`config.mk`:
```
export PLATFORM = sky130hd
export DESIGN_NAME = temp_sample_sched
export DESIGN_NICKNAME = d
export VERILOG_FILES = /design/src/rtl/temp_sample_sched.sv
export SDC_FILE = /design/constraint.sdc
export NUM_CORES = 1
export LEC_CHECK = 0
export CAP_MARGIN = 20
export CORE_ASPECT_RATIO = 0.8
export CORE_MARGIN = 3
export CORE_UTILIZATION = 47
export CTS_BUF_LIST = sky130_fd_sc_hd__clkbuf_16
export CTS_CLUSTER_SIZE = 8
export DETAILED_ROUTE_END_ITERATION = 10
export GPL_ROUTABILITY_DRIVEN = 0
export GPL_TIMING_DRIVEN = 0
export PLACE_DENSITY = 0.7
export SYNTH_ARGS = -nofsm -noshare
export SYNTH_HDL_FRONTEND = slang
export SYNTH_SLANG_ARGS = --single-unit
```
`constraint.sdc`:
```
create_clock -name clk -period 3.2 [get_ports clk]
set_clock_uncertainty 0.15 [all_clocks]
set_input_delay 0.32 -clock clk [delete_from_list [all_inputs] [get_ports clk]]
set_output_delay 0.32 -clock clk [all_outputs]
set_load 0.01 [all_outputs]
```
`src/rtl/temp_sample_sched.sv`:
```
// temp_sample_sched: periodic temperature sample sequencer.
// Requests a 10-bit sample over a req/ack handshake, converts it to four BCD
// digits with a one-iteration-per-cycle double-dabble engine, and generates
// the digit-scan strobe/position for a multiplexed 7-segment display.
// Optional feature: define TEMP_ALARM_EN to build the over-temperature alarm
// comparator; without it, alarm is tied low and alarm_thresh is ignored.
module temp_sample_sched #(
   parameter int SAMPLE_PERIOD = 1000,
   parameter int SCAN_DIV      = 250,
   parameter int TIMEOUT       = 64
) (
   input  logic        clk,
   input  logic        reset,
   input  logic        sensor_ack,
   input  logic [9:0]  sensor_data,
   input  logic [9:0]  alarm_thresh,
   output logic        sensor_req,
   output logic [15:0] bcd_digits,
   output logic        bcd_valid,
   output logic        sensor_err,
   output logic        scan_tick,
   output logic [1:0]  digit_pos,
   output logic        alarm
);

   localparam int PW = $clog2(SAMPLE_PERIOD);
   localparam int SW = $clog2(SCAN_DIV);
   localparam int TW = $clog2(TIMEOUT);

   typedef enum logic [1:0] {IDLE, REQ, CONV, UPDATE} state_t;

   state_t          state;
   logic [PW-1:0]   period_cnt;
   logic [SW-1:0]   scan_cnt;
   logic [TW-1:0]   wait_cnt;
   logic [3:0]      iter_cnt;
   logic [9:0]      bin_shift;
   logic [15:0]     bcd_scratch;
   logic [15:0]     bcd_adj;
   logic            period_expired;

   assign period_expired = (period_cnt == '0);

   // Free-running sample period counter; expiry only matters when the FSM is idle.
   always_ff @(posedge clk) begin
      // NOTE: sequential state uses non-blocking assignments so every register
      // samples its inputs from before the edge, regardless of statement order.
      if (reset) begin
         period_cnt <= PW'(SAMPLE_PERIOD - 1);
      end else if (period_expired) begin
         period_cnt <= PW'(SAMPLE_PERIOD - 1);
      end else begin
         period_cnt <= period_cnt - 1'b1;
      end
   end

   // Digit-scan divider: one-cycle tick every SCAN_DIV cycles, position wraps 3->0.
   always_ff @(posedge clk) begin
      if (reset) begin
         scan_cnt  <= SW'(SCAN_DIV - 1);
         scan_tick <= 1'b0;
         digit_pos <= 2'd0;
      end else if (scan_cnt == '0) begin
         scan_cnt  <= SW'(SCAN_DIV - 1);
         scan_tick <= 1'b1;
         digit_pos <= digit_pos + 2'd1;
      end else begin
         scan_cnt  <= scan_cnt - 1'b1;
         scan_tick <= 1'b0;
      end
   end

   // Double-dabble correction: add 3 to every BCD nibble that is 5 or more.
   always_comb begin
      // NOTE: every bit of bcd_adj is written on every pass, so no latch forms.
      for (int i = 0; i < 4; i++) begin
         bcd_adj[4*i +: 4] = (bcd_scratch[4*i +: 4] >= 4'd5) ?
                             bcd_scratch[4*i +: 4] + 4'd3 : bcd_scratch[4*i +: 4];
      end
   end

   // Sequencing FSM: request, capture, convert, publish.
   always_ff @(posedge clk) begin
      if (reset) begin
         state       <= IDLE;
         sensor_req  <= 1'b0;
         bcd_digits  <= 16'h0000;
         bcd_valid   <= 1'b0;
         sensor_err  <= 1'b0;
         wait_cnt    <= '0;
         iter_cnt    <= 4'd0;
         bin_shift   <= 10'd0;
         bcd_scratch <= 16'h0000;
      end else begin
         bcd_valid <= 1'b0;
         case (state)
            IDLE: begin
               if (period_expired) begin
                  state      <= REQ;
                  sensor_req <= 1'b1;
                  wait_cnt   <= '0;
               end
            end
            REQ: begin
               if (sensor_ack) begin
                  bin_shift   <= sensor_data;
                  bcd_scratch <= 16'h0000;
                  iter_cnt    <= 4'd0;
                  sensor_req  <= 1'b0;
                  state       <= CONV;
               end else if (wait_cnt == TW'(TIMEOUT - 1)) begin
                  sensor_req <= 1'b0;
                  sensor_err <= 1'b1;
                  state      <= IDLE;
               end else begin
                  wait_cnt <= wait_cnt + 1'b1;
               end
            end
            CONV: begin
               bcd_scratch <= {bcd_adj[14:0], bin_shift[9]};
               bin_shift   <= {bin_shift[8:0], 1'b0};
               iter_cnt    <= iter_cnt + 4'd1;
               if (iter_cnt == 4'd9) begin
                  state <= UPDATE;
               end
            end
            UPDATE: begin
               bcd_digits <= bcd_scratch;
               bcd_valid  <= 1'b1;
               sensor_err <= 1'b0;
               state      <= IDLE;
            end
            default: state <= IDLE;
         endcase
      end
   end

`ifdef TEMP_ALARM_EN
   logic [9:0] sample_value;

   // Alarm compares the captured sample against the threshold at publish time.
   always_ff @(posedge clk) begin
      if (reset) begin
         sample_value <= 10'd0;
         alarm        <= 1'b0;
      end else begin
         if (state == REQ && sensor_ack) begin
            sample_value <= sensor_data;
         end
         if (state == UPDATE) begin
            alarm <= (sample_value >= alarm_thresh);
         end
      end
   end
`else
   logic unused_alarm_thresh;

   assign unused_alarm_thresh = ^alarm_thresh;
   assign alarm               = 1'b0;
`endif

endmodule

```
== After elaboration in Yosys (flattened, before gate mapping) ==
Index checks and enable logic that the tools add are counted.
Operators by class
  $add $sub $neg: 9
  multipliers: 0
  div/mod/pow operators: 0
  order comparisons: 4
  equality and inequality tests: 12
  shift-type cells: 0
  mux-type cells: 28
  bitwise gates (word level): 0
  reduce and logical (&&, ||, !) cells: 13
Operator list (count)
  $pmux 16 s2: 1
  $pmux 10 s2: 1
  $mux 6: 3
  $ge 4x3->1 const B: 4
  $mux 16: 1
  $mux 4: 4
  $add 4x2->4 const B: 3
  $ne 2x2->1 const B: 6
  $pmux 6 s2: 1
  $logic_not 10->1: 1
  $mux 10: 1
  $sub 10x1->10 const B: 1
  $reduce_and 3->1: 3
  $logic_not 8->1: 1
  $mux 2: 4
  $pmux 2 s4: 1
  $pmux 4 s2: 1
  $sub 8x1->8 const B: 1
  $mux 1: 7
  $add 6x1->6 const B: 1
  $eq 6x6->1 const B: 1
  $reduce_bool 2->1: 3
  $add 4x1->4 const B: 1
  $eq 2x2->1 const B: 2
  other kinds (11): 13
Word-level totals
  bits in registers: 78
  bits in latches: 0
  RAM bits: 0
  ROM bits: 0
  input bits: 23
  word-level logic and storage cells: 79
  memories kept: 0

== Depth between registers and ports, before layout ==
Gate-level depths: netlist of run 1.
  depth in word-level cells: 4
  mapped depth: 8
  depth with buffers taken out: 6

== Worst setup path after synthesis of run 1 ==
Ideal clock, no wire load.
  kind: reg2reg
  start: register period_cnt[0]
  end: register wait_cnt[3]
  data arrival time: 1.973 ns
  required time: 2.933 ns
  path slack: 0.960 ns
  stages on the path, launching flop included: 9
  clock period less this slack: 2.240 ns
  cell sequence: dfxtp_1 inv_1 ha_1 or4b_1 clkbuf_2 or4b_1 buf_2 a22oi_1 o21ai_1
On the way
  word-level cells in the longest chain between the ends: 3
RTL lines
  from (decl): RTL line 33  | logic [PW-1:0] period_cnt;
  from (signal assigned): RTL line 49  | period_cnt <= PW'(SAMPLE_PERIOD - 1);
  from (signal assigned): RTL line 51  | period_cnt <= PW'(SAMPLE_PERIOD - 1);
  from (signal assigned): RTL line 53  | period_cnt <= period_cnt - 1'b1;
  $logic_not 10->1: RTL line 42  | assign period_expired = (period_cnt == '0);
  $ne 2x2->1 (no source line)
  $reduce_and 4->1 (no source line)
  to (signal assigned): RTL line 116  | wait_cnt <= wait_cnt + 1'b1;
  to (decl): RTL line 35  | logic [TW-1:0] wait_cnt;
Every way passes these cells.
A chain may end at the register's enable or synchronous reset.

== Final worst setup path of run 1 ==
Ends and elaborated chain as after synthesis.

==> impl_metrics.env, run 1 <==
export IMPL_synth_fp_nets=405
export IMPL_timing_worst_setup_path_type="reg -> reg"
export IMPL_post_dp_cell_area_mm2=0.003806
export IMPL_synth_warnings=0
export IMPL_num_nets_final=450
export IMPL_antenna_fix_cells=0
export IMPL_post_cts_setup_buffer_count=0
export IMPL_post_drt_via_cell_ratio=5.582
export IMPL_transition_time_at_the_pin_with_the_least_slew_margin_ns=0.7279
export IMPL_cp_data_arrival_time_ns=2.52
export IMPL_route_antenna_remaining_nets=0
export IMPL_grt_setup_unrepaired="false"
export IMPL_die_area_mm2=0.008208
export IMPL_h_tree_depth=3
export IMPL_fin_cells=502
export IMPL_grt_total_usage_pct=19.27
export IMPL_place_inst=486
export IMPL_ctsHoldBuffers=0
export IMPL_worst_path_max_fanout=7
export IMPL_run_status="complete, no violations"
export IMPL_worst_slew_margin_rel_pct=51.29
export IMPL_drtIter0Drc=152
export IMPL_post_dp_hpwl_um=5056
export IMPL_final_min_period_over_clock_period_pct=76.49
export IMPL_clkSlewWorstSetupHoldPaths_ns=0.06
export IMPL_ys_dominant_reg_cell="dfxtp_1"
export IMPL_grt_start_max_net_pins=13
export IMPL_layout_filler_cells=592
export IMPL_drt_pass1_iterations=4
export IMPL_path_common_cell="or4b_1"
export IMPL_die_width_um=100.5
export IMPL_critical_path_cell_chain="inv_1, ha_1, or4b_1, clkbuf_2, or4b_1, buf_2, a22oi_1, o21ai_1"
export IMPL_num_io_pins=46
export IMPL_buffer_ports_inserted=34
export IMPL_synth_enable_flop_cells=0
export IMPL_timing_hold_violations_final=0
export IMPL_post_synth_inst_count=368
export IMPL_cts_num_sinks=78
export IMPL_max_clock_path_buffers=2
export IMPL_worst_setup_start_kind="flop"
export IMPL_grt_pass1_vias=2610
export IMPL_syn_area_mm2=0.003361
export IMPL_grt_pass1_wl_um=12480
export IMPL_finalSetupViolations=0
export IMPL_number_of_buffers_inserted_during_clock_tree_synthesis=9
export IMPL_final_layout_size_suffix_gt1_share_pct=5.024
export IMPL_critPathRequiredTime_ns=3.27
export IMPL_cpLargestDelayFamily="simple AND/OR/NAND/NOR gates"
export IMPL_cp_capture_type="flop"
export IMPL_cts_root_buf="clkbuf_16"
export IMPL_worstHoldPathType="reg -> reg"
export IMPL_period_minus_slack_ns=2.448
export IMPL_drv_slew=0
export IMPL_layout_area_seq_mm2=0.001562
export IMPL_wl_per_cell_um=14.61
export IMPL_placementRows=26
export IMPL_synthToLayoutAreaGrowth_pct=21.00
export IMPL_multi_input_comb_area_mm2=0.001657
export IMPL_power_per_cell_area_mw_per_mm2=480.9
export IMPL_synth_seq_area_share_pct=46.46
export IMPL_critical_path_max_stage_delay_ns=0.50
export IMPL_async_flop_share_pct=0
export IMPL_route_final_wire_length_um=7333
export IMPL_grt_antenna_before_repair=0
export IMPL_setup_tns_ns=0
export IMPL_dr_total_vias=2802
export IMPL_tritoncts="built"
export IMPL_chipHeight_um=81.64
export IMPL_synth_ff_latch_count=78
export IMPL_synth_avg_cell_area_um2=9.132
export IMPL_timing_critical_path_slowest_stage_cell="or4b_1"
export IMPL_peakVddDrop_uv=295.6
export IMPL_max_cap_violations=0
export IMPL_finish_instance_area_mm2=0.004066
export IMPL_grt_overflow_total=0
export IMPL_postCtsResizedCells=0
export IMPL_route_detailed_drc=0
export IMPL_clock_latency_at_the_later_pin_of_the_worst_skew_pair_ns=0.33
export IMPL_highest_clock_rate_ghz=0.4085
export IMPL_cp_buffers_inverters=3
export IMPL_placeableCoreArea_mm2=0.006669
export IMPL_initial_core_util_pct=50.39
export IMPL_synth_cell_type_count=48
export IMPL_total_leakage_power_nw=1.533
state kept, by name, indices dropped and copies added, names as in the netlist, named ones only:
| register | count |
|---|---|
| wait_cnt | 6 |
| bcd_valid | 1 |
| iter_cnt | 4 |
| scan_cnt | 8 |
| period_cnt | 10 |
| state | 1 |
| bcd_scratch | 16 |
| bcd_digits | 16 |
| sensor_err | 1 |
| digit_pos | 2 |
| sensor_req | 1 |
| scan_tick | 1 |
| bin_shift | 10 |
through the flow:
| step | utilization [%] | setup WS [ns] | power, mW | hold slack, ns |
|---|---|---|---|---|
| 2_1_floorplan | - | 0.9605 | 1.050 | 0.2316 |
| 3_3_place_gp | 57.07 | 0.6643 | 1.079 | 0.2446 |
| 3_5_place_dp | 57.07 | 0.6474 | 1.080 | 0.2524 |
| 4_1_cts | 60.98 | 0.7764 | 1.973 | 0.2660 |
| 5_1_grt | 60.98 | 0.6121 | 2.021 | 0.2975 |
| 6_report | 60.98 | 0.7522 | 1.955 | 0.2630 |
kinds of logic (layout without fill, tap and decap cells):
logic type | count (synthesis) | after routing | synth area share, %
fa+ha+maj | 14 | 14 | 5.212
mux | 4 | 4 | 1.191
xor+xnor | 19 | 19 | 4.952
simple gates | 126 | 126 | 18.88
other cells | 1 | 1 | 0.1116
compound gates | 90 | 90 | 18.95
flops | 78 | 78 | 46.46
buf+inv | 36 | 86 | 4.244
layer usage:
metal | vias to the layer above | share of wire, % | global-route usage (%)
met5 | - | 0 | 0
met4 | 0 | 0.86 | 6.595
met3 | 5 | 5.3 | 5.603
met2 | 74 | 43 | 28.70
met1 | 1316 | 51 | 26.73
li1 | 1407 | - | -
final timing paths:
kind                 startpoint            end  slack [ns]  depth (start not counted)
hold reg to reg   period_cnt[0]  period_cnt[0]        0.26                          1
setup / recovery  period_cnt[0]    wait_cnt[3]        0.75                          8
setup reg to reg  period_cnt[0]    wait_cnt[3]        0.75                          8
hold / removal    period_cnt[0]  period_cnt[0]        0.26                          1
worst reg2reg max path: stages, from the launching register on:
cell and delay, ns:
dfxtp_1 0.33, inv_1 0.06, ha_1 0.21, or4b_1 0.45, clkbuf_2 0.17, or4b_1 0.50
buf_2 0.18, a22oi_1 0.22, o21ai_1 0.08
cells in the mapped netlist (all sizes together) (2+ instances only):
master   n  share of area, %
nand3   10               1.5
or3b     3              0.78
o32ai    2              0.52
a22o    24               6.3
o21ai   13               1.9
a22oi    4              0.89
ha      14               5.2
nand4b   2              0.52
nor2    29               3.2
a311oi   9               2.3
o21a     2              0.45
nand4    3              0.56
a21o     2              0.45
dfxtp   78                46
nand2   35               3.9
or3      3              0.56
xor2     8               2.1
o31ai    3              0.67
buf      4              0.63
or4      4              0.89
a31oi    3              0.56
xnor2   11               2.9
clkbuf  16               1.8
nor3    10               1.5
nand2b  13               2.4
or4b     2              0.60
mux2i    4               1.2
inv     16               1.8
nor2b    4              0.74
nor4     3              0.56
a21oi   21               3.1
cell type report:
| type | instances | share of cell area, % |
|---|---|---|
| timing repair buffer | 34 | 8.369 |
| buffer | 20 | 2.031 |
| multi-input combinational | 254 | 40.74 |
| clock buffer | 9 | 5.538 |
| tap | 84 | 2.585 |
| sequential | 78 | 38.40 |
| inverter | 16 | 1.477 |
| clock inverter | 7 | 0.8615 |
layout by cell type, fill, tap and decap left out, types with 3 or more instances in the layout:
| cell | count |
|---|---|
| dfxtp_1 | 78 |
| nand2_1 | 35 |
| clkdlybuf4s50_1 | 34 |
| nor2_1 | 29 |
| a22o_1 | 24 |
| a21oi_1 | 21 |
| inv_1 | 19 |
| clkbuf_1 | 15 |
| ha_1 | 14 |
| nand2b_1 | 13 |
| o21ai_0 | 12 |
| xnor2_1 | 11 |
| nor3_1 | 10 |
| nand3_1 | 10 |
| a311oi_1 | 9 |
| clkbuf_16 | 9 |
| xor2_1 | 8 |
| nor2b_1 | 4 |
| or4_1 | 4 |
| a22oi_1 | 4 |
| mux2i_1 | 4 |
| a31oi_1 | 3 |
| or3b_2 | 3 |
| o31ai_1 | 3 |
| nor4_1 | 3 |
| nand4_1 | 3 |
| or3_1 | 3 |
| clkinv_2 | 3 |
power breakdown:
part / switching [mW] / total [mW] / internal, mW
Clock: 0.383 / 0.896 / 0.513
Sequential: 0.00929 / 0.991 / 0.981
Combinational: 0.0369 / 0.0686 / 0.0317
(Power assumes the default switching activity.)
==> run 2, diff against run 1 <==
--- a/config.mk
+++ b/config.mk
@@ -14,7 +14,7 @@
 export DETAILED_ROUTE_END_ITERATION = 10
 export GPL_ROUTABILITY_DRIVEN = 0
 export GPL_TIMING_DRIVEN = 0
-export PLACE_DENSITY = 0.7
+export PLACE_DENSITY = 0.73
 export SYNTH_ARGS = -nofsm -noshare
 export SYNTH_HDL_FRONTEND = slang
 export SYNTH_SLANG_ARGS = --single-unit
==> constraint.sdc (replaced) <==
create_clock -name clk -period 2.1 [get_ports clk]
set_clock_uncertainty 0.15 [all_clocks]
set_input_delay 0.21 -clock clk [delete_from_list [all_inputs] [get_ports clk]]
set_output_delay 0.21 -clock clk [all_outputs]
set_load 0.01 [all_outputs]
==> impl_metrics.env, run 2 (same netlist as run 1, synthesis figures left out) <==
export IMPL_run_status="complete, no violations"
export IMPL_grt_overflow_total=0
export IMPL_synthToLayoutAreaGrowth_pct=23.90
export IMPL_placementRows=26
export IMPL_mostFrequentLayoutCell="dfxtp_1"
export IMPL_grt_antenna_before_repair=0
export IMPL_highest_clock_rate_ghz=0.4765
export IMPL_initial_core_util_pct=50.39
export IMPL_worst_path_max_fanout=6
export IMPL_worst_slew_margin_rel_pct=55.17
export IMPL_final_layout_size_suffix_gt1_share_pct=11.48
export IMPL_route_final_wire_length_um=6989
export IMPL_ctsHoldBuffers=0
export IMPL_die_area_mm2=0.008208
export IMPL_max_cap_violations=0
export IMPL_peakVddDrop_uv=430.8
export IMPL_largest_registers="bcd_digits (16), bcd_scratch (16)"
export IMPL_route_antenna_remaining_nets=0
export IMPL_clkSlewWorstSetupHoldPaths_ns=0.06
export IMPL_pre_cts_slack_ns=-0.3648
export IMPL_finish_utilization_pct=62.44
export IMPL_mostFrequentLayoutCells="76 x dfxtp_1, 35 x nand2_1, 34 x clkdlybuf4s50_1, 27 x nor2_1, 24 x a22o_1"
export IMPL_post_dp_hpwl_um=4902
export IMPL_worstHoldPathType="reg -> reg"
export IMPL_cts_num_sinks=78
export IMPL_buffer_ports_inserted=34
export IMPL_transition_time_at_the_pin_with_the_least_slew_margin_ns=0.6673
export IMPL_critical_path_cell_chain="inv_2, ha_4, or4b_4, or4b_4, a22oi_2, o32ai_2"
export IMPL_placeableCoreArea_mm2=0.006669
export IMPL_clock_latency_at_the_later_pin_of_the_worst_skew_pair_ns=0.33
export IMPL_route_detailed_drc=0
export IMPL_route_met2_wl_um=3068
export IMPL_grt_start_max_net_pins=14
export IMPL_period_minus_slack_ns=2.099
export IMPL_number_of_buffers_inserted_during_clock_tree_synthesis=9
export IMPL_power_per_cell_area_mw_per_mm2=719.6
export IMPL_tritoncts="built"
export IMPL_grt_pass1_vias=2566
export IMPL_die_width_um=100.5
export IMPL_grt_pass1_wl_um=12340
export IMPL_dr_total_vias=2769
export IMPL_drv_slew=0
export IMPL_num_nets_final=450
export IMPL_drt_pass1_iterations=4
export IMPL_met3_wirelength_um=309
export IMPL_final_min_period_over_clock_period_pct=99.94
export IMPL_top_layer="met4"
export IMPL_h_tree_depth=3
export IMPL_cp_capture_type="flop"
export IMPL_timing_critical_path_slowest_stage_cell="or4b_4"
export IMPL_grt_total_usage_pct=18.71
export IMPL_finalSetupViolations=0
export IMPL_drtIter0Drc=149
export IMPL_post_drt_via_cell_ratio=5.516
export IMPL_worst_setup_path_startpoint="period_cnt[1]"
export IMPL_worst_r2r_startpoint="period_cnt[1]"
export IMPL_antenna_fix_cells=0
export IMPL_critPathRequiredTime_ns=2.16
export IMPL_grt_setup_unrepaired="true"
export IMPL_chipHeight_um=81.64
export IMPL_min_delay_start="scan_cnt[0]"
export IMPL_max_clock_path_buffers=2
export IMPL_cp_data_arrival_time_ns=2.16
export IMPL_num_io_pins=46
export IMPL_path_common_cell="or4b_4"
export IMPL_wirelength_met1_um=3576
export IMPL_critical_path_max_stage_delay_ns=0.59
export IMPL_timing_hold_violations_final=0
export IMPL_timing_worst_setup_path_type="reg -> reg"
export IMPL_worst_setup_start_kind="flop"
export IMPL_fin_ws_ns=0.001296
export IMPL_total_leakage_power_nw=1.543
export IMPL_wl_per_cell_um=13.92
export IMPL_cts_root_buf="clkbuf_16"
## run 2: cell types whose count changed in the layout (fill, tap and decap cells not counted), sizes merged
cell      before  now
buf            4    7
clkbuf        25   22
clkinvlp       0    2
inv           19   17
## run 2: metrics by stage
step	TNS (ns)	cells	power, mW	area [µm²]	hold slack (ns)
after floorplan	-0.1308	368	1.604	3376	0.2225
after global placement	-9.027	486	1.647	3821	0.2452
after detailed placement	-9.877	486	1.650	3821	0.2493
after CTS	-0.3840	505	3.015	4149	0.2657
after global routing	-0.1426	502	3.128	4164	0.2945
final	0	502	2.997	4164	0.2650
## run 2: repair_timing
action,4_1_cts,5_1_grt
pin swaps,2,4
endpoints found under the setup margin,25,53
gates resized for setup,10,17
hold endpoints to repair,0,0
setup buffers,4,0
## run 2: critical path: cells and delay by family (launching register included)
family                     cells  cell delay (ns)
AOI/OAI and AO/OA              2             0.29
and+or+nand+nor                2             1.05
buffers and inverters          1             0.06
adders and majority gates      1             0.12
DFF                            1             0.32
## run 2: path summary, 6_finish.rpt
kind	to	slack (ns)	cells past startpoint
max	wait_cnt[4]	0.001	6
min	scan_cnt[0]	0.27	1
max reg2reg	wait_cnt[4]	0.001	6
min reg2reg	scan_cnt[0]	0.27	1
## run 2: layout make-up
class                      count  area, µm²
buffer                        16      71.32
clock buffer                   9      225.2
clock inverter                 7      42.54
fill                         564       2505
inverter                      16      60.06
multi-input combinational    254       1725
sequential                    78       1564
tap                           84      105.1
timing repair buffer          38      370.4
## run 2: power breakdown
part / leakage (nW) / internal [mW] / switching (mW)
sequential: 0.630 / 1.50 / 0.0131
clock: 0.132 / 0.790 / 0.581
combinational: 0.781 / 0.0555 / 0.0615
total: 1.54 / 2.34 / 0.655
## run 2: metal layers
layer,vias to the layer above,GRT usage (%)
li1,1404,-
met1,1310,26.30
met2,53,28.70
met3,2,4.584
met4,0,5.249
met5,-,0
